$ cat src/rtl/dcache_miss_ctrl_if.sv
// Memory-side request/response bus of the data-cache miss controller.
interface dcache_miss_ctrl_if;
    logic        req;
    logic        wr;
    logic [31:0] addr;
    logic [31:0] wdata;
    logic        gnt;
    logic        rvalid;
    logic [31:0] rdata;

    modport master (
        output req, wr, addr, wdata,
        input  gnt, rvalid, rdata
    );

    modport slave (
        input  req, wr, addr, wdata,
        output gnt, rvalid, rdata
    );
endinterface

$ cat src/rtl/dcache_miss_ctrl.sv
// Data-cache miss controller: dirty-victim write-back followed by a
// word-by-word line refill, stalling the CPU until the line is valid.
module dcache_miss_ctrl #(
    parameter int  WAY_NUM        = 4,
    parameter int  WORDS_PER_LINE = 8,
    parameter int  INDEX_WIDTH    = 7,
    parameter int  TAG_WIDTH      = 20,
    localparam int WAY_W  = (WAY_NUM > 1) ? $clog2(WAY_NUM) : 1,
    localparam int WORD_W = $clog2(WORDS_PER_LINE)
) (
    input  logic                   clk,
    input  logic                   reset,
    input  logic                   cpu_req,
    input  logic [31:0]            cpu_addr,
    input  logic                   hit,
    input  logic [31:0]            victim_way,
    input  logic                   victim_valid,
    input  logic                   victim_dirty,
    input  logic [TAG_WIDTH-1:0]   victim_tag,
    input  logic [31:0]            victim_rdata,
    output logic                   stall,
    output logic                   busy,
    output logic [WORD_W-1:0]      wb_word_idx,
    dcache_miss_ctrl_if.master     mem,
    output logic                   refill_we,
    output logic [WAY_W-1:0]       refill_way,
    output logic [INDEX_WIDTH-1:0] refill_index,
    output logic [WORD_W-1:0]      refill_word,
    output logic [31:0]            refill_data,
    output logic                   tag_we
);
    typedef enum logic [2:0] {
        IDLE,
        WB_REQ,
        RF_REQ,
        RF_WAIT,
        DONE
    } state_t;

    localparam int IDX_LO = WORD_W + 2;
    localparam int TAG_LO = IDX_LO + INDEX_WIDTH;
    localparam logic [WORD_W-1:0] LAST = WORD_W'(WORDS_PER_LINE - 1);

    state_t               state;
    logic [WORD_W-1:0]    cnt;
    logic [TAG_WIDTH-1:0] miss_tag;
    logic [TAG_WIDTH-1:0] wb_tag;
    logic                 miss;
    logic                 unused_addr;

    assign unused_addr = ^cpu_addr[IDX_LO-1:0];

    assign miss        = cpu_req & ~hit & ~reset;
    assign busy        = (state != IDLE);
    assign stall       = busy | miss;
    assign wb_word_idx = cnt;

    always_comb begin
        mem.req   = 1'b0;
        mem.wr    = 1'b0;
        mem.addr  = '0;
        mem.wdata = '0;
        unique case (state)
            WB_REQ: begin
                mem.req   = 1'b1;
                mem.wr    = 1'b1;
                mem.addr  = {wb_tag, refill_index, cnt, 2'b00};
                mem.wdata = victim_rdata;
            end
            RF_REQ: begin
                mem.req  = 1'b1;
                mem.addr = {miss_tag, refill_index, cnt, 2'b00};
            end
            default: ;
        endcase
    end

    always_ff @(posedge clk) begin
        if (reset) begin
            state        <= IDLE;
            cnt          <= '0;
            miss_tag     <= '0;
            wb_tag       <= '0;
            refill_way   <= '0;
            refill_index <= '0;
            refill_word  <= '0;
            refill_data  <= '0;
            refill_we    <= 1'b0;
            tag_we       <= 1'b0;
        end else begin
            refill_we <= 1'b0;
            tag_we    <= 1'b0;
            unique case (state)
                IDLE: if (miss) begin
                    miss_tag     <= cpu_addr[31:TAG_LO];
                    refill_index <= cpu_addr[TAG_LO-1:IDX_LO];
                    refill_way   <= WAY_W'(victim_way % 32'(WAY_NUM));
                    wb_tag       <= victim_tag;
                    cnt          <= '0;
                    state        <= (victim_valid && victim_dirty) ? WB_REQ : RF_REQ;
                end
                WB_REQ: if (mem.gnt) begin
                    cnt <= cnt + 1'b1;
                    if (cnt == LAST) state <= RF_REQ;
                end
                RF_REQ: if (mem.gnt) state <= RF_WAIT;
                RF_WAIT: if (mem.rvalid) begin
                    // Data-array write lands one cycle after rvalid;
                    // the last word also commits the tag in that cycle.
                    refill_we   <= 1'b1;
                    refill_word <= cnt;
                    refill_data <= mem.rdata;
                    cnt         <= cnt + 1'b1;
                    if (cnt == LAST) begin
                        tag_we <= 1'b1;
                        state  <= DONE;
                    end else begin
                        state <= RF_REQ;
                    end
                end
                DONE:    state <= IDLE;
                default: state <= IDLE;
            endcase
        end
    end
endmodule

$ cat src/flat_wrapper.sv
// flat-port wrapper written by rule: the top's interface ports become plain ports
module dcache_miss_ctrl_flat 
#(
    parameter int  WAY_NUM        = 4,
    parameter int  WORDS_PER_LINE = 8,
    parameter int  INDEX_WIDTH    = 7,
    parameter int  TAG_WIDTH      = 20,
    localparam int WAY_W  = (WAY_NUM > 1) ? $clog2(WAY_NUM) : 1,
    localparam int WORD_W = $clog2(WORDS_PER_LINE)
)
  (clk, reset, cpu_req, cpu_addr, hit, victim_way, victim_valid, victim_dirty, victim_tag, victim_rdata, stall, busy, wb_word_idx, refill_we, refill_way, refill_index, refill_word, refill_data, tag_we, mem_req, mem_wr, mem_addr, mem_wdata, mem_gnt, mem_rvalid, mem_rdata);
  dcache_miss_ctrl_if mem_i ();
  input  logic clk;
  input  logic reset;
  input  logic cpu_req;
  input  logic [31:0] cpu_addr;
  input  logic hit;
  input  logic [31:0] victim_way;
  input  logic victim_valid;
  input  logic victim_dirty;
  input  logic [TAG_WIDTH-1:0] victim_tag;
  input  logic [31:0] victim_rdata;
  output logic stall;
  output logic busy;
  output logic [WORD_W-1:0] wb_word_idx;
  output logic refill_we;
  output logic [WAY_W-1:0] refill_way;
  output logic [INDEX_WIDTH-1:0] refill_index;
  output logic [WORD_W-1:0] refill_word;
  output logic [31:0] refill_data;
  output logic tag_we;
  output wire logic [$bits(mem_i.req)-1:0] mem_req;
  output wire logic [$bits(mem_i.wr)-1:0] mem_wr;
  output wire logic [$bits(mem_i.addr)-1:0] mem_addr;
  output wire logic [$bits(mem_i.wdata)-1:0] mem_wdata;
  input wire logic [$bits(mem_i.gnt)-1:0] mem_gnt;
  input wire logic [$bits(mem_i.rvalid)-1:0] mem_rvalid;
  input wire logic [$bits(mem_i.rdata)-1:0] mem_rdata;
  assign mem_req = mem_i.req;
  assign mem_wr = mem_i.wr;
  assign mem_addr = mem_i.addr;
  assign mem_wdata = mem_i.wdata;
  assign mem_i.gnt = mem_gnt;
  assign mem_i.rvalid = mem_rvalid;
  assign mem_i.rdata = mem_rdata;
  dcache_miss_ctrl #(.WAY_NUM(WAY_NUM), .WORDS_PER_LINE(WORDS_PER_LINE), .INDEX_WIDTH(INDEX_WIDTH), .TAG_WIDTH(TAG_WIDTH)) u_core (.clk(clk), .reset(reset), .cpu_req(cpu_req), .cpu_addr(cpu_addr), .hit(hit), .victim_way(victim_way), .victim_valid(victim_valid), .victim_dirty(victim_dirty), .victim_tag(victim_tag), .victim_rdata(victim_rdata), .stall(stall), .busy(busy), .wb_word_idx(wb_word_idx), .mem(mem_i), .refill_we(refill_we), .refill_way(refill_way), .refill_index(refill_index), .refill_word(refill_word), .refill_data(refill_data), .tag_we(tag_we));
endmodule
$ cat config.mk
export PLATFORM = sky130hd
export DESIGN_NAME = dcache_miss_ctrl_flat
export DESIGN_NICKNAME = d
export VERILOG_FILES = /design/src/rtl/dcache_miss_ctrl_if.sv /design/src/rtl/dcache_miss_ctrl.sv /design/src/flat_wrapper.sv
export SDC_FILE = /design/constraint.sdc
export NUM_CORES = 1
export LEC_CHECK = 0
export ABC_AREA = 1
export BUFFER_PORTS_ARGS = -buffer_cell sky130_fd_sc_hd__buf_2
export CAP_MARGIN = 20
export CORE_UTILIZATION = 35
export DETAILED_ROUTE_END_ITERATION = 8
export HOLD_SLACK_MARGIN = 0.08
export PLACE_DENSITY_LB_ADDON = 0.25
export REMOVE_ABC_BUFFERS = 1
export SETUP_SLACK_MARGIN = 0.15
export SYNTH_ARGS = -nofsm -noshare
export SYNTH_HDL_FRONTEND = slang
export SYNTH_SLANG_ARGS = --single-unit
$ cat constraint.sdc
create_clock -name clk -period 1.4 [get_ports clk]
set_input_delay 0.28 -clock clk [delete_from_list [all_inputs] [get_ports clk]]
set_output_delay 0.28 -clock clk [all_outputs]
set_load 0.03 [all_outputs]
==> results.md, run 1 <==
### Placement
* **Post-Place Cell Area** 0.00542 sq mm
* **placed cell count** 927
* **placer congestion estimate** 0.807
* **final HPWL from detailed placement** 8.84 mm
* **number of port buffers** 235

### Job
* **count of maximum capacitance violations** 0

### Synthesis
* **top post-synthesis cells by area** dfxtp_1, nor2_1, nand2_1
* **Yosys warnings** 0
* **library cell occupying the most area in the post-synthesis netlist** dfxtp_1
* **top-area cell type share of the netlist area** 45.9%
* **Mean Syn Cell Area** 7.12 sq um
* **Gate Count Post-Synth** 563
* **count of distinct cell types in the synthesized netlist** 21
* **share of the yosys chip area belonging to registers** 45.9%
* **post-synth design cell area** 0.00401 sq mm
* **Synth Register Bits** 92

### STA
* **slew at the pin closest to its max-slew limit** 0.571 ns
* **part of the cycle the worst path needs** 126%
* **Layout Skew** 0.00449 ns
* **final slew viol count** 0
* **fmax** 566 MHz
* **count of endpoints failing hold in the final timing report** 0
* **setup repair after global routing missed its margin** yes
* **Slew headroom** 61.9%
* **final setup violation count** 151
* **Final Worst Setup Slack** -0.367 ns
* **fin crit period** 1.77 ns

### Clocking
* **clock tree from TritonCTS** built
* **post-cts hold buffer count** 0
* **CTS Buf Count** 9
* **buffer type at the clock tree root** clkbuf_16
* **Clock H-tree levels** 3
* **worst skew pair latency** 0.34 ns
* **Num Clock Sinks** 92
* **Longest Clk Path Bufs** 2
* **Clock Pin Slew Worst Setup and Hold Paths** 0.07 ns

### Worst setup path
* **Setup CP Type** register to output pin
* **ordered list of cells on the worst path** inv_2, nor2_4, nand2_4, clkbuf_16, nor2_1, buf_4
* **Worst path max stage delay** 0.38 ns
* **r2r worst-path depth** 12
* **critical path fanouts, max** 16
* **element type at the critical path end** output pin
* **worst reg2reg endpoint** u_core.wb_word_idx[1]$_SDFFE_PP0P_
* **slowest stage cell on the critical path** dfxtp_4
* **critical register-to-register path startpoint** u_core.state[0]$_SDFFE_PP0P_
* **count of buffering cells on the critical path with inverters included** 3
* **Largest delay share family, worst path** buffers and inverters
* **critical path startpoint category** register
* **R2R setup slack** -0.21 ns
* **critical path data required time** 1.12 ns
* **arrival time reported for the critical path endpoint** 1.49 ns

### Layout
* **share of layout cells above drive strength 1** 49.7%
* **core occupancy in the finished layout** 65.6%
* **number of antenna diodes** 0
* **Syn-to-layout area delta** 79.8%
* **post-route cell area** 0.00721 sq mm
* **fill cell instance count of the final layout** 892
* **net total in the final layout** 999
* **filler-free cell count of the finished design** 985

### Global routing
* **global-route wire length before repair** 21.7 mm
* **largest net degree at the start of global routing** 55
* **gr ovfl total** 0
* **number of global-route vias before repair** 4,592
* **number of antenna violations at the first check in global routing** 0
* **gr usage total** 23.4%

### Pwr
* **switching power** 4.28 mW
* **sequential fraction of design power** 27.1%
* **ratio of total power to cell area** 1570 mW/mm^2
* **fraction of power spent switching nets** 37.9%
* **share of power burned in combinational logic** 47.3%
* **internal power** 7.01 mW
* **worst IR drop on VDD** 0.000842 V
* **Design Power** 11.3 mW
* **leakage power summed over all cells** 3.56 nW
* **portion of total power attributed to the clock network** 25.6%

### Outcome
* **run status** finished, violations left
* **violated checks** negative setup slack

### Detailed routing
* **final routed wirelength across all metal layers** 14.8 mm
* **1st-pass router iterations** 4
* **post-detailed-route wirelength per cell** 15.1 microns
* **number of nets with antenna violations after routing** 0
* **routed length on met1** 5.85 mm
* **met2 routed wirelength** 7.56 mm
* **highest metal layer used by the detailed router** met4
* **vias per cell** 4.92
* **Via Count** 4,845
* **detailed-routed wire length on met3** 1.17 mm
* **number of design rule violations left after detail routing** 0
* **starting DRC count in detailed routing** 266

### Floorplanning
* **IO Count** 273
* **number of core rows** 38
* **floorplan die height** 109 microns
* **core area** 0.0110 sq mm
* **width of the die** 109 microns
* **Starting Density** 36.5%
* **Total Die Area** 0.0119 sq mm

### Worst hold path
* **worst min-delay path startpoint** victim_tag[9]
* **worst hold path class** primary input to register
* **Hold Path End** u_core.wb_tag[9]$_SDFFE_PP0P_
* **cell depth of the worst min-delay path** 3

cells in the mapped netlist (all sizes together):
cell,instances
a21oi,42
a32o,20
buf,20
clkbuf,22
conb,1
dfxtp,92
ha,3
inv,60
nand2,63
nand3,41
nor2,147
nor3,1
o21ai,51
power by group through the flow:
stage	sequential, mW	combinational (mW)	clock, mW
6_report	3.05	5.34	2.89
5_1_grt	3.08	5.66	3.05
4_1_cts	3.03	4.67	2.93
3_5_place_dp	3.06	3.47	0
3_3_place_gp	3.05	3.43	0
2_1_floorplan	3.28	1.86	0
cells by family (layout without fill, tap and decap cells):
kind of cell | Yosys count | in the layout | synth area share [%]
flip-flops | 92 | 92 | 45.9
AO/OA/AOI/OAI | 113 | 113 | 16.6
other | 1 | 2 | 0.0935
buffers and inverters | 102 | 382 | 10.9
AND/OR/NAND/NOR | 252 | 253 | 25.6
adder cells (fa/ha/maj) | 3 | 3 | 0.936
worst reg2reg max path, delay by kind of cell, from the launching register on:
| family | cells | cell delay, ns |
|---|---|---|
| flip-flops | 1 | 0.37 |
| AND/OR/NAND/NOR | 8 | 0.70 |
| buffers and inverters | 4 | 0.50 |
sequential cells by signal (all words and copies together), names as in the netlist:
register,count
u_core.miss_tag,20
u_core.refill_data,32
u_core.refill_index,7
u_core.refill_way,2
u_core.refill_we,1
u_core.refill_word,3
u_core.state,3
u_core.tag_we,1
u_core.wb_tag,20
u_core.wb_word_idx,3
placed cells by master, fill, tap and decap left out, drive strengths merged:
cell type and n:
buf 301, nor2 147, dfxtp 92, nand2 64, inv 62, o21ai 51, a21oi 42, nand3 41
a32o 20, clkbuf 12, bufinv 3, ha 3, clkinv 2, conb 2, bufbuf 2, nor3 1
routing by layer:
layer	vias up	global-route usage [%]
li1	2358	-
met1	2233	26.8
met2	230	42.4
met3	24	5.38
met4	0	8.01
met5	-	0
final cells by class:
class	count	area, sq um	area share (%)
clock buffer	10	239	3.31
clock inverter	6	116	1.61
inverter	60	253	3.51
multi-input combinational	371	2030	28.2
sequential	92	1860	25.7
tap	140	175	2.43
timing repair buffer	305	2530	35.0
timing repair inverter	1	11.3	0.156
metrics by stage:
stage               setup slack, ns  hold slack (ns)  TNS (ns)
finish                       -0.367            0.172    -29.96
global route                 -0.424            0.173    -40.90
CTS                          -0.336            0.163    -24.25
detailed placement           -0.119            0.453     -7.11
global placement             -0.109            0.445     -3.58
floorplan                     -1.06            0.349   -129.35
how the worst max path moves through the flow:
stage / start / end / slack, ns / cells past startpoint
6_report: u_core.state[0]$_SDFFE_PP0P_ / mem_wdata[8] / -0.37 / 6
2_1_floorplan: u_core.state[1]$_SDFFE_PP0P_ / u_core.refill_data[0]$_SDFFE_PP0P_ / -1.06 / 5
3_5_place_dp: u_core.state[0]$_SDFFE_PP0P_ / mem_addr[13] / -0.12 / 5
4_1_cts: u_core.state[2]$_SDFFE_PP0P_ / mem_addr[22] / -0.34 / 6
3_3_place_gp: u_core.state[0]$_SDFFE_PP0P_ / mem_addr[18] / -0.11 / 5
5_1_grt: u_core.state[0]$_SDFFE_PP0P_ / mem_addr[7] / -0.42 / 6
repair_timing:
action	CTS	global route
endpoints found under the setup margin	160	161
pin swaps	21	13
buffers inserted	18	8
cloned	13	3
resized for setup	199	98
(Power assumes the default switching activity.)
==> run 2: changes to the inputs <==
--- a/config.mk
+++ b/config.mk
@@ -11,7 +11,7 @@
 export CORE_UTILIZATION = 35
 export DETAILED_ROUTE_END_ITERATION = 8
 export HOLD_SLACK_MARGIN = 0.08
-export PLACE_DENSITY_LB_ADDON = 0.25
+export PLACE_DENSITY = 0.69
 export REMOVE_ABC_BUFFERS = 1
 export SETUP_SLACK_MARGIN = 0.15
 export SYNTH_ARGS = -nofsm -noshare
==> run 2 against run 1 <==
  * Worst hold slack got worse by 0.0051 ns
  * Clock power is 7.6% lower
  * Non-clock buffer count down 14
  * Clock skew grew 0.0039 ns
  * Critical path depth fell by 2
  * The run still ends with negative setup slack left
  * Largest power group unchanged
  * Largest cell class unchanged
  * Critical path type unchanged
  * Register-to-register slack better by 0.07 ns
  * Total power shrank 4.4%
==> results.md, run 2 (synthesized netlist as in run 1, its figures left out) <==
### Outcome
* **run status** finished, violations left
* **violated checks** negative setup slack

### Detailed routing
* **number of design rule violations left after detail routing** 0
* **number of nets with antenna violations after routing** 0
* **Via Count** 4,693
* **1st-pass router iterations** 4
* **post-detailed-route wirelength per cell** 15.0 microns
* **final routed wirelength across all metal layers** 14.5 mm
* **starting DRC count in detailed routing** 264
* **vias per cell** 4.83

### Clocking
* **buffer type at the clock tree root** clkbuf_16
* **Longest Clk Path Bufs** 2
* **clock tree from TritonCTS** built
* **Clock H-tree levels** 3
* **Clock Pin Slew Worst Setup and Hold Paths** 0.06 ns
* **Num Clock Sinks** 92
* **worst skew pair latency** 0.35 ns
* **CTS Buf Count** 9

### Worst setup path
* **critical path fanouts, max** 13
* **Worst path max stage delay** 0.36 ns
* **r2r worst-path depth** 9
* **Largest delay share family, worst path** buffers and inverters
* **critical register-to-register path startpoint** u_core.state[0]$_SDFFE_PP0P_
* **count of buffering cells on the critical path with inverters included** 2
* **worst reg2reg endpoint** u_core.wb_tag[18]$_SDFFE_PP0P_
* **critical path data required time** 1.12 ns
* **arrival time reported for the critical path endpoint** 1.52 ns
* **slowest stage cell on the critical path** dfxtp_4
* **ordered list of cells on the worst path** nor2_4, buf_4, a32o_1, buf_6
* **Setup CP Type** register to output pin
* **critical path startpoint category** register
* **element type at the critical path end** output pin
* **R2R setup slack** -0.14 ns

### Layout
* **commonest cells after routing, fill and taps aside** buf_2, nor2_1, dfxtp_1, buf_6, inv_1
* **filler-free cell count of the finished design** 971
* **share of layout cells above drive strength 1** 50.3%
* **Syn-to-layout area delta** 76.8%
* **number of antenna diodes** 0
* **leading cell type in the layout, fill and taps excluded** buf_2
* **flip-flop count of the largest register, all copies and words added** 32
* **largest registers** u_core.refill_data x32, u_core.miss_tag x20, u_core.wb_tag x20
* **register containing the most flip-flops in the final layout** u_core.refill_data
* **net total in the final layout** 985

### Floorplanning
* **core area** 0.0110 sq mm
* **IO Count** 273
* **number of core rows** 38
* **floorplan die height** 109 microns
* **Starting Density** 36.5%
* **width of the die** 109 microns
* **Total Die Area** 0.0119 sq mm

### Pwr
* **worst IR drop on VDD** 0.000988 V
* **ratio of total power to cell area** 1520 mW/mm^2
* **Design Power** 10.8 mW
* **leakage power summed over all cells** 3.38 nW

### Global routing
* **global-route wire length before repair** 20.1 mm
* **gr usage total** 22.1%
* **number of global-route vias before repair** 4,153
* **number of antenna violations at the first check in global routing** 0
* **gr ovfl total** 0
* **largest net degree at the start of global routing** 55

### STA
* **setup repair after global routing missed its margin** yes
* **Final Worst Setup Slack** -0.398 ns
* **fin crit period** 1.80 ns
* **final setup violation count** 110
* **Layout Skew** 0.00837 ns
* **final slew viol count** 0
* **fmax** 556 MHz
* **part of the cycle the worst path needs** 128%
* **count of endpoints failing hold in the final timing report** 0

### Placement
* **number of port buffers** 235
* **final HPWL from detailed placement** 8.22 mm
* **placed cell count** 928
* **placer congestion estimate** 0.747

### Worst hold path
* **worst min-delay path startpoint** cpu_addr[12]
* **cell depth of the worst min-delay path** 3
* **Hold Path End** u_core.miss_tag[0]$_SDFFE_PP0P_
* **worst hold path class** primary input to register

### Job
* **count of maximum capacitance violations** 0

run 2: final cells by class:
| class | instances | area [sq um] |
|---|---|---|
| timing repair inverter | 1 | 11.3 |
| timing repair buffer | 291 | 2320 |
| multi-input combinational | 371 | 2150 |
| tap | 140 | 175 |
| clock buffer | 13 | 250 |
| sequential | 92 | 1860 |
| clock inverter | 3 | 68.8 |
| fill | 928 | 3890 |
| inverter | 60 | 245 |
run 2: worst max path at each step:
stage,startpoint,end,cells past startpoint
after floorplan,u_core.state[1]$_SDFFE_PP0P_,u_core.refill_data[0]$_SDFFE_PP0P_,5
after global placement,u_core.state[2]$_SDFFE_PP0P_,u_core.wb_word_idx[1]$_SDFFE_PP0P_,8
after detailed placement,u_core.state[2]$_SDFFE_PP0P_,u_core.wb_word_idx[2]$_SDFFE_PP0P_,9
after CTS,u_core.state[2]$_SDFFE_PP0P_,mem_addr[12],6
after global routing,u_core.state[0]$_SDFFE_PP0P_,mem_wdata[18],6
final,u_core.state[0]$_SDFFE_PP0P_,mem_addr[21],4
run 2: per-layer routing:
metal / GRT usage, % / share of wire (%) / vias up
met5: 0 / 0 / -
met4: 9.85 / 2.9 / 0
met3: 7.05 / 8.4 / 29
met2: 39.3 / 51 / 191
met1: 23.9 / 38 / 2138
li1: - / - / 2335
run 2: per-stage QoR:
stage	utilization, %	cell area [sq um]	setup TNS [ns]	hold WS (ns)	setup slack (ns)
after global placement	49.9	5480	-7.47	0.446	-0.161
after detailed placement	49.9	5480	-7.96	0.448	-0.180
after global routing	64.5	7090	-32.59	0.166	-0.435
after floorplan	-	3800	-129.35	0.349	-1.06
after CTS	59.3	6510	-21.56	0.150	-0.352
final	64.5	7090	-24.18	0.167	-0.398
run 2: what timing repair did:
item,in CTS,in global routing
resized for setup,201,92
hold buffers,0,0
setup endpoints to repair,158,137
gates cloned,5,10
pin swaps,4,5
buffers inserted,2,10
run 2: where the power goes:
part,switching (mW),total (mW),internal (mW)
combinational,2.99,5.07,2.08
sequential,0.169,3.05,2.88
clock,1.05,2.67,1.62
total,4.21,10.8,6.58
run 2: worst min-delay path: cells and delay by family:
family,cells,cell delay (ns)
compound gates,1,0.05
buf+inv,1,0.08
simple gates,1,0.06
==> run 3: changes to the inputs <==
--- a/config.mk
+++ b/config.mk
@@ -11,7 +11,7 @@
 export CORE_UTILIZATION = 35
 export DETAILED_ROUTE_END_ITERATION = 8
 export HOLD_SLACK_MARGIN = 0.08
-export PLACE_DENSITY = 0.69
+export PLACE_DENSITY = 0.76
 export REMOVE_ABC_BUFFERS = 1
 export SETUP_SLACK_MARGIN = 0.15
 export SYNTH_ARGS = -nofsm -noshare
==> run 3 against run 2 <==
  * Clock skew is 0.0033 ns lower
  * Sequential share of layout area shrank 2.0 points
  * Final cell count grew 2.2%
  * Critical path depth rose by 3
  * Via count up 6.3%
  * Maximum frequency up 1.7%
  * Combinational power up 21%
  * Critical path type unchanged
  * Non-clock buffer count grew 23
  * Worst hold slack improved by 0.0011 ns
  * The run still ends with negative setup slack left
  * Clock-buffer cell count decreased by 3
  * Design area up 8.0%
==> results.md, run 3 (synthesized netlist as in run 1, its figures left out) <==
### Layout
* **leading cell type in the layout, fill and taps excluded** buf_2
* **net total in the final layout** 1,007
* **multi-input combinational cell area** 0.00236 sq mm
* **commonest cells after routing, fill and taps aside** buf_2, dfxtp_1, buf_6, nor2_1, inv_1
* **number of antenna diodes** 0
* **filler-free cell count of the finished design** 992
* **register area** 0.00186 sq mm
* **register containing the most flip-flops in the final layout** u_core.refill_data
* **Syn-to-layout area delta** 90.9%
* **flip-flop count of the largest register, all copies and words added** 32
* **largest registers** u_core.refill_data x32, u_core.miss_tag x20, u_core.wb_tag x20
* **fill cell instance count of the final layout** 793
* **share of layout cells above drive strength 1** 56.2%

### Placement
* **placer congestion estimate** 0.733
* **number of port buffers** 235
* **final HPWL from detailed placement** 8.39 mm
* **placed cell count** 929

### Global routing
* **largest net degree at the start of global routing** 55
* **gr usage total** 22.5%
* **number of antenna violations at the first check in global routing** 0
* **number of global-route vias before repair** 4,335
* **gr ovfl total** 0
* **global-route wire length before repair** 20.6 mm

### Worst setup path
* **arrival time reported for the critical path endpoint** 1.49 ns
* **most used cell, CP** nand2_4
* **Setup CP Type** register to output pin
* **Largest delay share family, worst path** simple AND/OR/NAND/NOR gates
* **critical path startpoint category** register
* **count of buffering cells on the critical path with inverters included** 3
* **element type at the critical path end** output pin
* **ordered list of cells on the worst path** inv_2, nor2_4, nand2_4, nand2_4, inv_8, nor2_1, buf_4
* **critical path fanouts, max** 10
* **slowest stage cell on the critical path** dfxtp_4
* **Worst path max stage delay** 0.38 ns
* **critical path data required time** 1.12 ns

### Floorplanning
* **width of the die** 109 microns
* **core area** 0.0110 sq mm
* **Starting Density** 36.5%
* **Total Die Area** 0.0119 sq mm
* **floorplan die height** 109 microns
* **IO Count** 273
* **number of core rows** 38

### STA
* **part of the cycle the worst path needs** 126%
* **fmax** 565 MHz
* **fin crit period** 1.77 ns
* **Layout Skew** 0.00504 ns
* **setup repair after global routing missed its margin** yes
* **Final Worst Setup Slack** -0.369 ns
* **Setup TNS** -34.79 ns
* **count of endpoints failing hold in the final timing report** 0
* **Slew headroom** 54.0%
* **slew at the pin closest to its max-slew limit** 0.690 ns
* **final setup violation count** 121
* **final slew viol count** 0

### Pwr
* **switching power** 4.60 mW
* **leakage power summed over all cells** 3.63 nW
* **sequential fraction of design power** 26.7%
* **fraction of power spent switching nets** 40.0%
* **internal power** 6.90 mW
* **ratio of total power to cell area** 1500 mW/mm^2
* **share of power burned in combinational logic** 53.3%
* **portion of total power attributed to the clock network** 20.0%
* **worst IR drop on VDD** 0.000964 V

### Clocking
* **Clock H-tree levels** 3
* **post-cts hold buffer count** 0
* **worst skew pair latency** 0.34 ns
* **clock tree from TritonCTS** built
* **Num Clock Sinks** 92
* **Longest Clk Path Bufs** 2
* **buffer type at the clock tree root** clkbuf_16
* **Clock Pin Slew Worst Setup and Hold Paths** 0.06 ns
* **CTS Buf Count** 9

### Job
* **count of maximum capacitance violations** 0

### Detailed routing
* **post-detailed-route wirelength per cell** 16.1 microns
* **starting DRC count in detailed routing** 325
* **number of design rule violations left after detail routing** 0
* **vias per cell** 5.03
* **Via Count** 4,988
* **final routed wirelength across all metal layers** 16.0 mm
* **number of nets with antenna violations after routing** 0
* **1st-pass router iterations** 4

### Outcome
* **run status** finished, violations left
* **violated checks** negative setup slack

### Worst hold path
* **worst hold path class** primary input to register

run 3: final timing paths:
kind / start / end / slack, ns / cells after the start
max reg2reg: u_core.state[0]$_SDFFE_PP0P_ / u_core.miss_tag[3]$_SDFFE_PP0P_ / -0.36 / 12
max: u_core.state[0]$_SDFFE_PP0P_ / mem_addr[9] / -0.37 / 7
min reg2reg: u_core.refill_word[1]$_SDFFE_PP0P_ / u_core.refill_word[1]$_SDFFE_PP0P_ / 0.46 / 2
min: cpu_addr[18] / u_core.miss_tag[6]$_SDFFE_PP0P_ / 0.17 / 3
run 3: cell type report:
cell class | instances | share of cell area [%]
inverter | 60 | 3.22
timing repair buffer | 314 | 35.9
clock inverter | 5 | 0.458
multi-input combinational | 371 | 30.8
tap | 140 | 2.29
sequential | 92 | 24.2
clock buffer | 10 | 3.12
run 3: power by group through the flow:
stage / clock (mW) / sequential, mW / combinational, mW
2_1_floorplan: 0 / 3.28 / 1.86
3_3_place_gp: 0 / 3.05 / 3.53
3_5_place_dp: 0 / 3.06 / 3.56
4_1_cts: 2.36 / 3.02 / 4.90
5_1_grt: 2.44 / 3.09 / 6.44
6_report: 2.30 / 3.07 / 6.13
run 3: stage by stage:
step	worst slack [ns]	utilization [%]	hold WS, ns	power [mW]	area (sq um)
final	-0.369	69.7	0.168	11.5	7660
after global routing	-0.440	69.7	0.177	12.0	7660
after CTS	-0.347	61.2	0.155	10.3	6720
after detailed placement	-0.186	49.8	0.451	6.62	5470
after global placement	-0.165	49.8	0.446	6.58	5470
after floorplan	-1.06	-	0.349	5.14	3800
run 3: what timing repair did:
action | CTS | global route
cloned | 11 | 6
resized for setup | 184 | 212
buffers inserted | 19 | 12
pin swaps | 10 | 54
endpoints found under the setup margin | 160 | 160
run 3: worst min-delay path, delay by kind of cell:
| family | cells | cell delay [ns] |
|---|---|---|
| compound gates | 1 | 0.05 |
| simple gates | 1 | 0.07 |
| buf+inv | 1 | 0.08 |
run 3: metal layers:
metal / track usage [%] / wire, microns / up-vias
met5: 0 / 0 / -
met3: 5.56 / 1190 / 40
met1: 24.4 / 5980 / 2344
li1: - / - / 2373
met4: 8.40 / 382 / 0
met2: 41.6 / 8470 / 231
